<file path="src/rtl/conv_node_seq_pkg.sv">
// Shared types and fixed-point helpers for the convolution node family.
package conv_node_seq_pkg;

  // Node control states.
  typedef enum logic [1:0] {
    IDLE   = 2'd0,
    MAC    = 2'd1,
    FINISH = 2'd2,
    DONE   = 2'd3
  } conv_state_e;

  // Working width of the rounding/saturation helper; accumulators are sign-extended into it.
  localparam int unsigned SAT_MAX_W = 128;

  // Accumulator width that holds N full products plus sign without overflow.
  function automatic int unsigned acc_width(input int unsigned w, input int unsigned n);
    return 2 * w + $clog2(n) + 1;
  endfunction

  // Round half up at 'frac' fractional bits, shift back to integer scale, clamp to a signed w-bit range.
  function automatic logic signed [SAT_MAX_W-1:0] sat_round(
    input logic signed [SAT_MAX_W-1:0] acc,
    input int unsigned                 frac,
    input int unsigned                 w
  );
    logic signed [SAT_MAX_W-1:0] r;
    logic signed [SAT_MAX_W-1:0] hi;
    logic signed [SAT_MAX_W-1:0] lo;
    r = acc;
    if (frac != 0) begin
      r = r + (SAT_MAX_W'(1) << (frac - 1));
    end
    r  = r >>> frac;
    hi = (SAT_MAX_W'(1) << (w - 1)) - SAT_MAX_W'(1);
    lo = ~hi;
    if (r > hi) begin
      r = hi;
    end else if (r < lo) begin
      r = lo;
    end
    return r;
  endfunction

endpackage

</file>
<file path="src/rtl/conv_node_seq_if.sv">
// Operand/result handshake bundle of the convolution node.
interface conv_node_seq_if #(
  parameter int unsigned WORD_WIDTH   = 16,
  parameter int unsigned KERNEL_WIDTH = 3,
  parameter int unsigned CHANNELS     = 2
);
  logic                                                valid_i;
  logic                                                ready_o;
  logic [KERNEL_WIDTH-1:0][CHANNELS-1:0][WORD_WIDTH-1:0] data_i;
  logic [KERNEL_WIDTH-1:0][CHANNELS-1:0][WORD_WIDTH-1:0] kernel_i;
  logic [WORD_WIDTH-1:0]                               bias_i;
  logic                                                relu_en_i;
  logic                                                valid_o;
  logic                                                ready_i;
  logic [WORD_WIDTH-1:0]                               data_o;

  // Node side.
  modport slave (
    input  valid_i, data_i, kernel_i, bias_i, relu_en_i, ready_i,
    output ready_o, valid_o, data_o
  );

  // Producer/consumer side.
  modport master (
    output valid_i, data_i, kernel_i, bias_i, relu_en_i, ready_i,
    input  ready_o, valid_o, data_o
  );
endinterface

</file>
<file path="src/rtl/conv_node_seq_fxp_round_sat.sv">
// Combinational finish stage: bias add, round half up, rescale, saturate, optional ReLU.
module fxp_round_sat
  import conv_node_seq_pkg::*;
#(
  parameter int unsigned W     = 16,
  parameter int unsigned ACC_W = 36,
  parameter int unsigned FRAC  = 0
) (
  input  logic signed [ACC_W-1:0] acc_i,
  input  logic signed [W-1:0]     bias_i,
  input  logic                    relu_en_i,
  output logic signed [W-1:0]     res_c_o
);

  logic signed [SAT_MAX_W-1:0] sum_c;
  logic signed [SAT_MAX_W-1:0] sat_c;

  // Bias is aligned to the product scale (2*FRAC) before the shared round/saturate.
  always_comb begin
    sum_c   = SAT_MAX_W'(acc_i) + (SAT_MAX_W'(bias_i) <<< FRAC);
    sat_c   = sat_round(sum_c, FRAC, W);
    res_c_o = W'(sat_c);
    if (relu_en_i && sat_c[SAT_MAX_W-1]) begin
      res_c_o = '0;
    end
  end

endmodule

</file>
<file path="src/rtl/conv_node_seq.sv">
// Sequential convolution node: one multiply per cycle over the window, then bias/round/saturate.
module conv_node_seq
  import conv_node_seq_pkg::*;
#(
  parameter int unsigned WORD_WIDTH   = 16,
  parameter int unsigned KERNEL_WIDTH = 3,
  parameter int unsigned CHANNELS     = 2,
  parameter int unsigned FRAC_BITS    = 0
) (
  input  logic             clk_i,
  input  logic             reset_n_i,
  conv_node_seq_if.slave   bus_if
);

  localparam int unsigned N      = KERNEL_WIDTH * CHANNELS;
  localparam int unsigned ACC_W  = acc_width(WORD_WIDTH, N);
  localparam int unsigned IDX_W  = (N > 1) ? $clog2(N) : 1;
  localparam int unsigned OPS_W  = N * WORD_WIDTH;
  localparam int unsigned PROD_W = 2 * WORD_WIDTH;

  conv_state_e                state_q;
  logic [OPS_W-1:0]           data_q;
  logic [OPS_W-1:0]           kern_q;
  logic signed [WORD_WIDTH-1:0] bias_q;
  logic                       relu_q;
  logic signed [ACC_W-1:0]    acc_q;
  logic [IDX_W-1:0]           idx_q;
  logic                       ready_q;
  logic                       valid_q;
  logic [WORD_WIDTH-1:0]      res_q;

  logic signed [WORD_WIDTH-1:0] dw_c;
  logic signed [WORD_WIDTH-1:0] kw_c;
  logic signed [PROD_W-1:0]     prod_c;
  logic signed [WORD_WIDTH-1:0] res_c;

  // Packed [k][c] layout makes element (k*CHANNELS+c) the k-major, c-minor sequence.
  always_comb begin
    dw_c   = data_q[idx_q * WORD_WIDTH +: WORD_WIDTH];
    kw_c   = kern_q[idx_q * WORD_WIDTH +: WORD_WIDTH];
    prod_c = PROD_W'(dw_c) * PROD_W'(kw_c);
  end

  fxp_round_sat #(
    .W     (WORD_WIDTH),
    .ACC_W (ACC_W),
    .FRAC  (FRAC_BITS)
  ) u_round_sat (
    .acc_i     (acc_q),
    .bias_i    (bias_q),
    .relu_en_i (relu_q),
    .res_c_o   (res_c)
  );

  // Control FSM with operand latch, accumulator and registered handshake outputs.
  always_ff @(posedge clk_i or negedge reset_n_i) begin
    if (!reset_n_i) begin
      state_q <= IDLE;
      data_q  <= '0;
      kern_q  <= '0;
      bias_q  <= '0;
      relu_q  <= 1'b0;
      acc_q   <= '0;
      idx_q   <= '0;
      ready_q <= 1'b1;
      valid_q <= 1'b0;
      res_q   <= '0;
    end else begin
      case (state_q)
        IDLE: begin
          if (bus_if.valid_i && ready_q) begin
            data_q  <= bus_if.data_i;
            kern_q  <= bus_if.kernel_i;
            bias_q  <= bus_if.bias_i;
            relu_q  <= bus_if.relu_en_i;
            acc_q   <= '0;
            idx_q   <= '0;
            ready_q <= 1'b0;
            state_q <= MAC;
          end
        end
        MAC: begin
          acc_q <= acc_q + ACC_W'(prod_c);
          idx_q <= idx_q + IDX_W'(1);
          if (idx_q == IDX_W'(N - 1)) begin
            state_q <= FINISH;
          end
        end
        FINISH: begin
          res_q   <= res_c;
          valid_q <= 1'b1;
          state_q <= DONE;
        end
        DONE: begin
          if (bus_if.ready_i) begin
            valid_q <= 1'b0;
            ready_q <= 1'b1;
            state_q <= IDLE;
          end
        end
        default: begin
          valid_q <= 1'b0;
          ready_q <= 1'b1;
          state_q <= IDLE;
        end
      endcase
    end
  end

  assign bus_if.ready_o = ready_q;
  assign bus_if.valid_o = valid_q;
  assign bus_if.data_o  = res_q;

endmodule
</file>
<file path="src/flat_wrapper.sv">
// flat-port wrapper written by rule: the top's interface ports become plain ports
module conv_node_seq_flat import conv_node_seq_pkg::*;
#(
  parameter int unsigned WORD_WIDTH   = 16,
  parameter int unsigned KERNEL_WIDTH = 3,
  parameter int unsigned CHANNELS     = 2,
  parameter int unsigned FRAC_BITS    = 0
)
  (clk_i, reset_n_i, bus_if_valid_i, bus_if_data_i, bus_if_kernel_i, bus_if_bias_i, bus_if_relu_en_i, bus_if_ready_i, bus_if_ready_o, bus_if_valid_o, bus_if_data_o);
  conv_node_seq_if #(.WORD_WIDTH(WORD_WIDTH), .KERNEL_WIDTH(KERNEL_WIDTH), .CHANNELS(CHANNELS)) bus_if_i ();
  input  logic clk_i;
  input  logic reset_n_i;
  input wire logic [$bits(bus_if_i.valid_i)-1:0] bus_if_valid_i;
  input wire logic [$bits(bus_if_i.data_i)-1:0] bus_if_data_i;
  input wire logic [$bits(bus_if_i.kernel_i)-1:0] bus_if_kernel_i;
  input wire logic [$bits(bus_if_i.bias_i)-1:0] bus_if_bias_i;
  input wire logic [$bits(bus_if_i.relu_en_i)-1:0] bus_if_relu_en_i;
  input wire logic [$bits(bus_if_i.ready_i)-1:0] bus_if_ready_i;
  output wire logic [$bits(bus_if_i.ready_o)-1:0] bus_if_ready_o;
  output wire logic [$bits(bus_if_i.valid_o)-1:0] bus_if_valid_o;
  output wire logic [$bits(bus_if_i.data_o)-1:0] bus_if_data_o;
  assign bus_if_i.valid_i = bus_if_valid_i;
  assign bus_if_i.data_i = bus_if_data_i;
  assign bus_if_i.kernel_i = bus_if_kernel_i;
  assign bus_if_i.bias_i = bus_if_bias_i;
  assign bus_if_i.relu_en_i = bus_if_relu_en_i;
  assign bus_if_i.ready_i = bus_if_ready_i;
  assign bus_if_ready_o = bus_if_i.ready_o;
  assign bus_if_valid_o = bus_if_i.valid_o;
  assign bus_if_data_o = bus_if_i.data_o;
  conv_node_seq #(.WORD_WIDTH(WORD_WIDTH), .KERNEL_WIDTH(KERNEL_WIDTH), .CHANNELS(CHANNELS), .FRAC_BITS(FRAC_BITS)) u_core (.clk_i(clk_i), .reset_n_i(reset_n_i), .bus_if(bus_if_i));
endmodule
</file>
<file path="config.mk">
export PLATFORM = sky130hd
export DESIGN_NAME = conv_node_seq_flat
export DESIGN_NICKNAME = d
export VERILOG_FILES = /design/src/rtl/conv_node_seq_pkg.sv /design/src/rtl/conv_node_seq_if.sv /design/src/rtl/conv_node_seq_fxp_round_sat.sv /design/src/rtl/conv_node_seq.sv /design/src/flat_wrapper.sv
export SDC_FILE = /design/constraint.sdc
export NUM_CORES = 1
export LEC_CHECK = 0
export ABC_AREA = 1
export BUFFER_PORTS_ARGS = -buffer_cell sky130_fd_sc_hd__buf_2
export CAP_MARGIN = 10
export CORE_ASPECT_RATIO = 0.5
export CORE_UTILIZATION = 45
export CTS_BUF_LIST = sky130_fd_sc_hd__clkbuf_4 sky130_fd_sc_hd__clkbuf_8
export DETAILED_ROUTE_END_ITERATION = 6
export GPL_TIMING_DRIVEN = 0
export PLACE_DENSITY = 0.61
export SLEW_MARGIN = 10
export SYNTH_ARGS = -nofsm -noshare
export SYNTH_HDL_FRONTEND = slang
export SYNTH_SLANG_ARGS = --single-unit
</file>
<file path="constraint.sdc">
create_clock -name clk_i -period 20.6 [get_ports clk_i]
set_input_delay 2.06 -clock clk_i [delete_from_list [all_inputs] [get_ports clk_i]]
set_output_delay 2.06 -clock clk_i [all_outputs]
set_load 0.02 [all_outputs]
</file>
=== Word level (Yosys, flattened, before mapping) ===
Cells that the tools add are included.

* Eq/ne operators: 7
* Reduce and logical (&&, ||, !) cells: 11
* Muxes and demuxes: 16
* Multiply operators: 1
* Add/subtract/negate cells: 3
* Shifts and indexed selects: 2
* Magnitude comparators: 2

{| class="wikitable"
|+ Operator list
! cell !! count
|-
| $mux W128 || 2
|-
| $shiftx A96 B8 Y16 || 2
|-
| $pmux W36 S2 || 1
|-
| $add A36 B16 Y37 || 1
|-
| $gt A37 B16 Y1 const B || 1
|-
| $lt A37 B16 Y1 const B || 1
|-
| $add A36 B32 Y36 || 1
|-
| $mux W36 || 1
|-
| $mul A16 B16 Y32 || 1
|-
| $mux W16 || 1
|-
| $pmux W2 S4 || 1
|-
| $mux W2 || 3
|-
| $pmux W3 S2 || 1
|-
| $reduce_and A2 Y1 || 3
|-
| $reduce_and A3 Y1 || 2
|-
| $reduce_bool A2 Y1 || 3
|-
| $eq A2 B2 Y1 const B || 2
|-
| $ne A2 B1 Y1 const B || 2
|-
| $pmux W1 S2 || 2
|-
| $add A3 B1 Y3 const B || 1
|-
| $eq A3 B3 Y1 const B || 1
|-
| $mux W1 || 3
|-
| $mux W3 || 1
|-
| $eq A2 B1 Y1 const B || 1
|-
| 3 further kinds || 4
|}

* Register bits: 268
* Output and inout port bits: 18
* Word-level logic and storage cells: 52
* Bits of input ports: 213

=== Logic depth before layout (Yosys ltp) ===
Gate-level depths: netlist of run 1.

* Depth in word-level cells: 6
* Gate-level depth with buffers: 36
* Depth with buffers taken out: 34

=== Cells and area by module ===
A second synthesis of run 1 with hierarchy kept.

* Cells, all modules: 3668
* Area total of the unflattened synthesis: 27311.2 um^2

{| class="wikitable"
|+ By module, submodules not included
! module !! cells each !! instances !! area each (um^2) !! sequential area each (um^2)
|-
| conv_node_seq || 3080 || 1 || 24299.6 || 6707.7
|-
| fxp_round_sat || 588 || 1 || 3011.6 || 0.0
|}

=== Worst setup path after synthesis of run 1 ===
No wires, ideal clock.

* Kind: register to register
* From: reg u_core.idx_q[0]
* To: reg u_core.acc_q[32]
* Cell stages (with the launch flop): 31
* Slack: 13968 ps
* Buffers on the path: 3
* Required time: 20477 ps
* Clock period less this slack: 6632 ps
* Setup time: 123 ps
* Arrival: 6509 ps
* Path through: dfrtp_1 -> clkinv_1 -> clkbuf_1 -> buf_2 -> nor2_1 -> o22ai_1 -> nand2_1 -> o21ai_1 -> buf_2 -> nand2_1 -> fa_1 -> fa_1 -> fa_1 -> inv_1 -> fa_1 -> fa_1 -> inv_1 -> fa_1 -> inv_1 -> ha_1 -> nand2_1 -> nor4_1 -> nand3_1 -> nand4_1 -> nand2_1 -> nand2_1 -> nand2_1 -> o211ai_1 -> a21oi_1 -> o21ai_0 -> nand2_1

* Word-level cells in the longest chain between the ends: 4
* Elaborated cells between the ends (all ways): 5
* Classes of those cells: 1 x add/sub; 1 x mul; 2 x shift; 1 x mux

{| class="wikitable"
|+ RTL lines
! element !! line !! source
|-
| start, declared || conv_node_seq.sv:27 || <nowiki>logic [IDX_W-1:0] idx_q;</nowiki>
|-
| start signal, assigned || conv_node_seq.sv:84 || <nowiki>idx_q <= idx_q + IDX_W'(1);</nowiki>
|-
| $shiftx A96 B8 Y16, on equally long branches || conv_node_seq.sv:39, conv_node_seq.sv:40 ||
|-
| $mul A16 B16 Y32 (*) || conv_node_seq.sv:41 || <nowiki>prod_c = PROD_W'(dw_c) * PROD_W'(kw_c);</nowiki>
|-
| $add A36 B32 Y36 (*) || conv_node_seq.sv:83 || <nowiki>acc_q <= acc_q + ACC_W'(prod_c);</nowiki>
|-
| $pmux W36 S2 (*) || conv_node_seq.sv:69 || <nowiki>case (state_q)</nowiki>
|-
| end signal, assigned || conv_node_seq.sv:83 ||
|-
| end, declared || conv_node_seq.sv:26 || <nowiki>logic signed [ACC_W-1:0] acc_q;</nowiki>
|}

Mark *: on every way between the ends. The rest lies on a longest branch, timed or not.
A chain may end at the register's enable or synchronous reset.

=== Worst setup path in the final report of run 1 ===
* From: reg u_core.idx_q[0]
* To: reg u_core.acc_q[33]

Same word-level chain as after synthesis.

==> qor.txt, run 1 <==
post-CTS sizing -> 0
Arr. time, crit path -> 9.16 ns
fin util -> 51.3%
area of the die -> 60100 um^2
Synth cell types -> 47
Via density -> 5.07
initial antenna violation count -> 1
Post-Route WL -> 85300 um
pin count of the biggest net entering global routing -> 110
CTS max path bufs -> 3
Critical Path RT -> 21.09 ns
Period minus WS final -> 8.67 ns
TritonCTS Sinks -> 268
CP Class -> reg2reg
initial core utilization -> 45.9%
Final setup viols -> 0
post-synthesis instance area -> 26600 um^2
# Post-CTS Setup Buffers -> 0
num rows -> 62
result of the run -> complete, no violations
total number of yosys warnings -> 0
Detailed Route Iter0 Violations -> 1883
Critical-path top delay cell -> o21ai_1
H-tree lvl count -> 2
IO Pins -> 231
root buffer cell -> clkbuf_8
area grow syn2layout -> 11.7%
final worst-path cycle share -> 42.1%
Die X -> 346 um
GRT overflow -> 0
Final Skew -> 0.0486 ns
wire length of the first global-routing pass -> 134000 um
TNS Setup -> 0 ns
sequential element share of the synthesized area -> 25.2%
detailed-route via count -> 23600
Slew headroom -> 8.74%
hpwl dp -> 70000 um
Tot GR Track Use -> 28.9%
CP max stage delay -> 1.06 ns
Final nets -> 4534
GPL Wtd Cong -> 0.959
Gate Count Post-Synth -> 3579
placed inst area -> 28700 um^2
Avg Synthesized Cell Area -> 7.42 um^2
crit start category -> flop
Seq cells post-synth -> 268
DRC Markers -> 0
Max-Cap Viols -> 0
first drt pass iteration count -> 5
most common cell after layout, fill and taps aside -> nand2_1
number of global-route vias before repair -> 24000
CTS tree -> done
post-route ant nets -> 0
actual slew at the worst max-slew pin -> 1.36 ns
die height -> 174 um
WL per Instance -> 18.3 um
cell mode on critical path -> fa_1
Worst-Skew Late Latency -> 0.64 ns
clk slew on worst S/H paths -> 0.07 ns
unrepaired setup endpoints after global routing -> no
HP Class -> reg2reg
count of final max-slew check failures -> 0
fraction of layout cells with a size suffix above 1 -> 9.52%
# port buffers -> 230
core box area -> 57900 um^2
Fmax achieved -> 115 MHz
Hold-fix buffers, CTS -> 0
total CTS buffers -> 43
cell area after layout -> 29700 um^2
crit-path max FO -> 10
CP Capture Type -> flop
Hold Fails Final Rpt -> 0
Syn Nets -> 4257
commonest non-fill, non-tap cells in the layout -> nand2_1, inv_1, fa_1, dfrtp_1, buf_2
==> path summary, 6_finish.rpt <==
check / from / slack, ns / endpoint / cells after the start
max in group asynchronous: reset_n_i / 17.80 / u_core.data_q[31]$_DFFE_PN0P_ / 3
setup / recovery: u_core.idx_q[0]$_DFFE_PN0P_ / 11.93 / u_core.acc_q[33]$_DFFE_PN0P_ / 28
hold / removal: u_core.kern_q[46]$_DFFE_PN0P_ / 0.47 / u_core.kern_q[46]$_DFFE_PN0P_ / 2
hold reg to reg: u_core.kern_q[46]$_DFFE_PN0P_ / 0.47 / u_core.kern_q[46]$_DFFE_PN0P_ / 2
min in group asynchronous: reset_n_i / 1.39 / u_core.bus_if.data_o[6]$_DFFE_PN0P_ / 1
setup reg to reg: u_core.idx_q[0]$_DFFE_PN0P_ / 11.93 / u_core.acc_q[33]$_DFFE_PN0P_ / 28
==> area by class of cell <==
| type | count | area (um^2) |
|---|---|---|
| clock buffer | 64 | 818 |
| antenna | 3 | 7.51 |
| multi-input combinational | 2504 | 16800 |
| clock inverter | 11 | 109 |
| timing repair buffer | 232 | 1220 |
| buffer | 123 | 502 |
| inverter | 684 | 2570 |
| fill | 5887 | 28200 |
| tap | 768 | 961 |
| sequential | 268 | 6710 |
==> cells by family after synthesis <==
kind of cell / share of synthesized area [%]
AO/OA/AOI/OAI: 7.58
adder cells (fa/ha/maj): 30.8
buffers and inverters: 11.6
XOR/XNOR: 0.692
flip-flops: 25.2
AND/OR/NAND/NOR: 24.1
==> critical path, delay by kind of cell, from the launching register on <==
kind                     cells  cell delay [ns]
adder cells (fa/ha/maj)      7             3.62
AO/OA/AOI/OAI                5             1.87
buffers and inverters        8             1.59
AND/OR/NAND/NOR              8             0.91
flip-flops                   1             0.50
==> synthesized netlist by cell type, drive strengths merged <==
cell	count	area, um^2
a211oi	3	22.5
a21o	4	30.0
a21oi	90	454
a221oi	1	8.76
a22o	5	43.8
a31oi	3	18.8
a32o	1	10.0
and2	2	12.5
and3	1	6.26
buf	33	164
clkbuf	90	338
clkinv	5	18.8
dfrtp	267	6680
dfstp	1	26.3
fa	315	6310
ha	150	1880
inv	679	2550
nand2	1323	4980
nand3	56	285
nand3b	3	22.5
nand4	16	100
nor2	223	862
nor3	17	95.1
nor3b	1	7.51
nor4	2	12.5
o211ai	1	7.51
o21a	6	45.0
o21ai	206	1030
o21bai	5	37.5
o221a	1	11.3
o221ai	2	17.5
o22ai	35	219
o2bb2ai	1	8.76
o31ai	6	45.0
or2	4	25.0
xnor2	6	52.6
xor2	15	131
==> registers in the layout, summed over array words and instances (netlist names) <==
register and flops:
u_core.bias_q 16, u_core.relu_q 1, u_core.data_q 96, u_core.bus_if.valid_o 1
u_core.kern_q 96, u_core.state_q 2, u_core.bus_if.ready_o 1, u_core.idx_q 3
u_core.acc_q 36, u_core.bus_if.data_o 16
==> routing by layer <==
metal | global-route usage [%] | up-vias | share of wire, %
met5 | 0 | - | 0
met4 | 8.87 | 0 | 3.1
met3 | 4.73 | 149 | 7.3
met2 | 46.0 | 791 | 45
met1 | 40.6 | 11400 | 45
li1 | - | 11300 | -
==> per-stage QoR <==
stage               hold slack [ns]  std cells  setup WS (ns)
detailed placement            0.453       4579          12.12
floorplan                     0.434       3579          13.97
global placement              0.449       4577          12.16
global route                  0.483       4655          11.58
finish                        0.470       4657          11.93
CTS                           0.468       4654          12.10
Power of run 1 is left out: the tool's default activity adds up to more than one toggle a clock period on the data nets, which glitch-free logic cannot reach.
==> run 2, diff against run 1 <==
--- a/config.mk
+++ b/config.mk
@@ -13,7 +13,7 @@
 export CTS_BUF_LIST = sky130_fd_sc_hd__clkbuf_4 sky130_fd_sc_hd__clkbuf_8
 export DETAILED_ROUTE_END_ITERATION = 6
 export GPL_TIMING_DRIVEN = 0
-export PLACE_DENSITY = 0.61
+export PLACE_DENSITY = 0.63
 export SLEW_MARGIN = 10
 export SYNTH_ARGS = -nofsm -noshare
 export SYNTH_HDL_FRONTEND = slang
==> constraint.sdc (replaced) <==
create_clock -name clk_i -period 7.25 [get_ports clk_i]
set_input_delay 0.725 -clock clk_i [delete_from_list [all_inputs] [get_ports clk_i]]
set_output_delay 0.725 -clock clk_i [all_outputs]
set_load 0.02 [all_outputs]
==> qor.txt, run 2 (same netlist as run 1, synthesis figures left out) <==
area grow syn2layout -> 16.7%
TritonCTS Sinks -> 268
core box area -> 57900 um^2
die height -> 174 um
fraction of layout cells with a size suffix above 1 -> 13.9%
number of global-route vias before repair -> 24000
Detailed Route Iter0 Violations -> 1781
Period minus WS final -> 6.98 ns
crit-path max FO -> 10
WL per Instance -> 18.1 um
CP max stage delay -> 0.58 ns
Die X -> 346 um
Hold-fix buffers, CTS -> 0
CP Class -> reg2reg
r2r startpoint -> u_core.idx_q[0]$_DFFE_PN0P_
Slew headroom -> 38.4%
GPL Wtd Cong -> 0.970
final worst-path cycle share -> 96.3%
fin util -> 53.6%
CP Capture Type -> flop
H-tree lvl count -> 2
Regs by FF count -> u_core.data_q (96), u_core.kern_q (96), u_core.acc_q (36)
TNS Setup -> 0 ns
initial antenna violation count -> 0
Fmax achieved -> 143 MHz
result of the run -> complete, no violations
Final setup viols -> 0
root buffer cell -> clkbuf_8
hpwl dp -> 69900 um
Arr. time, crit path -> 7.48 ns
HP Class -> in2async
IO Pins -> 231
count of final max-slew check failures -> 0
area of the die -> 60100 um^2
wire length of the first global-routing pass -> 133000 um
Max-Cap Viols -> 0
actual slew at the worst max-slew pin -> 0.924 ns
CTS max path bufs -> 3
# port buffers -> 230
DRC Markers -> 0
first drt pass iteration count -> 6
Reg-to-Reg End -> u_core.acc_q[34]$_DFFE_PN0P_
Final Skew -> 0.0401 ns
pin count of the biggest net entering global routing -> 109
Post-Route WL -> 85400 um
post-route ant nets -> 0
Critical Path RT -> 7.75 ns
detailed-route via count -> 23800
Via density -> 5.05
most common cell after layout, fill and taps aside -> nand2_1
Critical-path top delay cell -> fa_1
Worst-Skew Late Latency -> 0.64 ns
crit start category -> flop
Tot GR Track Use -> 28.7%
GRT overflow -> 0
cell mode on critical path -> nand2_1
Hold Fails Final Rpt -> 0
Ant. Diodes -> 0
total CTS buffers -> 42
commonest non-fill, non-tap cells in the layout -> nand2_1, inv_1, fa_1, dfrtp_1, buf_2
Final nets -> 4594
num rows -> 62
initial core utilization -> 45.9%
FF-to-FF path depth -> 33
FF-to-FF setup slack -> 0.27 ns
CTS tree -> done
clk slew on worst S/H paths -> 0.08 ns
-- run 2: cell types whose count changed in the layout (fill, tap and decap cells not counted), sizes merged --
| cell | change |
|---|---|
| diode | -3 |
| buf | +72 |
| clkinv | +2 |
| clkbuf | -10 |
| clkinvlp | -2 |
| inv | -1 |
-- run 2: cell type report --
class	count	area [um^2]
multi-input combinational	2504	17300
clock buffer	65	826
tap	768	961
clock inverter	10	92.6
inverter	684	2570
timing repair buffer	294	1710
buffer	122	815
sequential	268	6710
fill	5642	26900
-- run 2: worst max path at each step --
stage                                startpoint                           end  slack (ns)
finish              u_core.idx_q[0]$_DFFE_PN0P_  u_core.acc_q[34]$_DFFE_PN0P_        0.27
global route        u_core.idx_q[0]$_DFFE_PN0P_  u_core.acc_q[32]$_DFFE_PN0P_       -0.03
CTS                 u_core.idx_q[0]$_DFFE_PN0P_  u_core.acc_q[34]$_DFFE_PN0P_        0.01
detailed placement  u_core.idx_q[0]$_DFFE_PN0P_  u_core.acc_q[33]$_DFFE_PN0P_       -1.37
global placement    u_core.idx_q[0]$_DFFE_PN0P_  u_core.acc_q[32]$_DFFE_PN0P_       -1.25
floorplan           u_core.idx_q[0]$_DFFE_PN0P_  u_core.acc_q[32]$_DFFE_PN0P_        0.62
-- run 2: critical path, delay by kind of cell (launching register included) --
kind | cells | cell delay, ns
AND/OR/NAND/NOR | 11 | 1.09
flip-flops | 1 | 0.48
AO/OA/AOI/OAI | 6 | 0.93
adder cells (fa/ha/maj) | 7 | 3.40
buffers and inverters | 9 | 0.95
-- run 2: per-layer routing --
layer	share of wire, %	vias to the layer above	wire length, um	track usage, %
met4	3.8	0	3240	10.0
met2	44	830	37900	45.9
met1	45	11400	38200	39.7
met5	0	-	0	0
li1	-	11400	-	-
met3	7.0	168	5950	4.79
-- run 2: what timing repair did --
item / in CTS / in global routing
pin swaps: 5 / 17
gates resized for setup: 132 / 143
setup buffers: 8 / 53
setup endpoints to repair: 26 / 22
-- run 2: through the flow --
stage	setup slack (ns)	hold slack (ns)	cell area [um^2]	cells
floorplan	0.618	0.429	26600	3579
global placement	-1.25	0.448	28700	4577
detailed placement	-1.37	0.453	28800	4580
CTS	0.0109	0.0300	30200	4662
global route	-0.0266	0.0609	31000	4715
finish	0.268	0.0301	31000	4715
Power of run 2 is left out for the same reason.
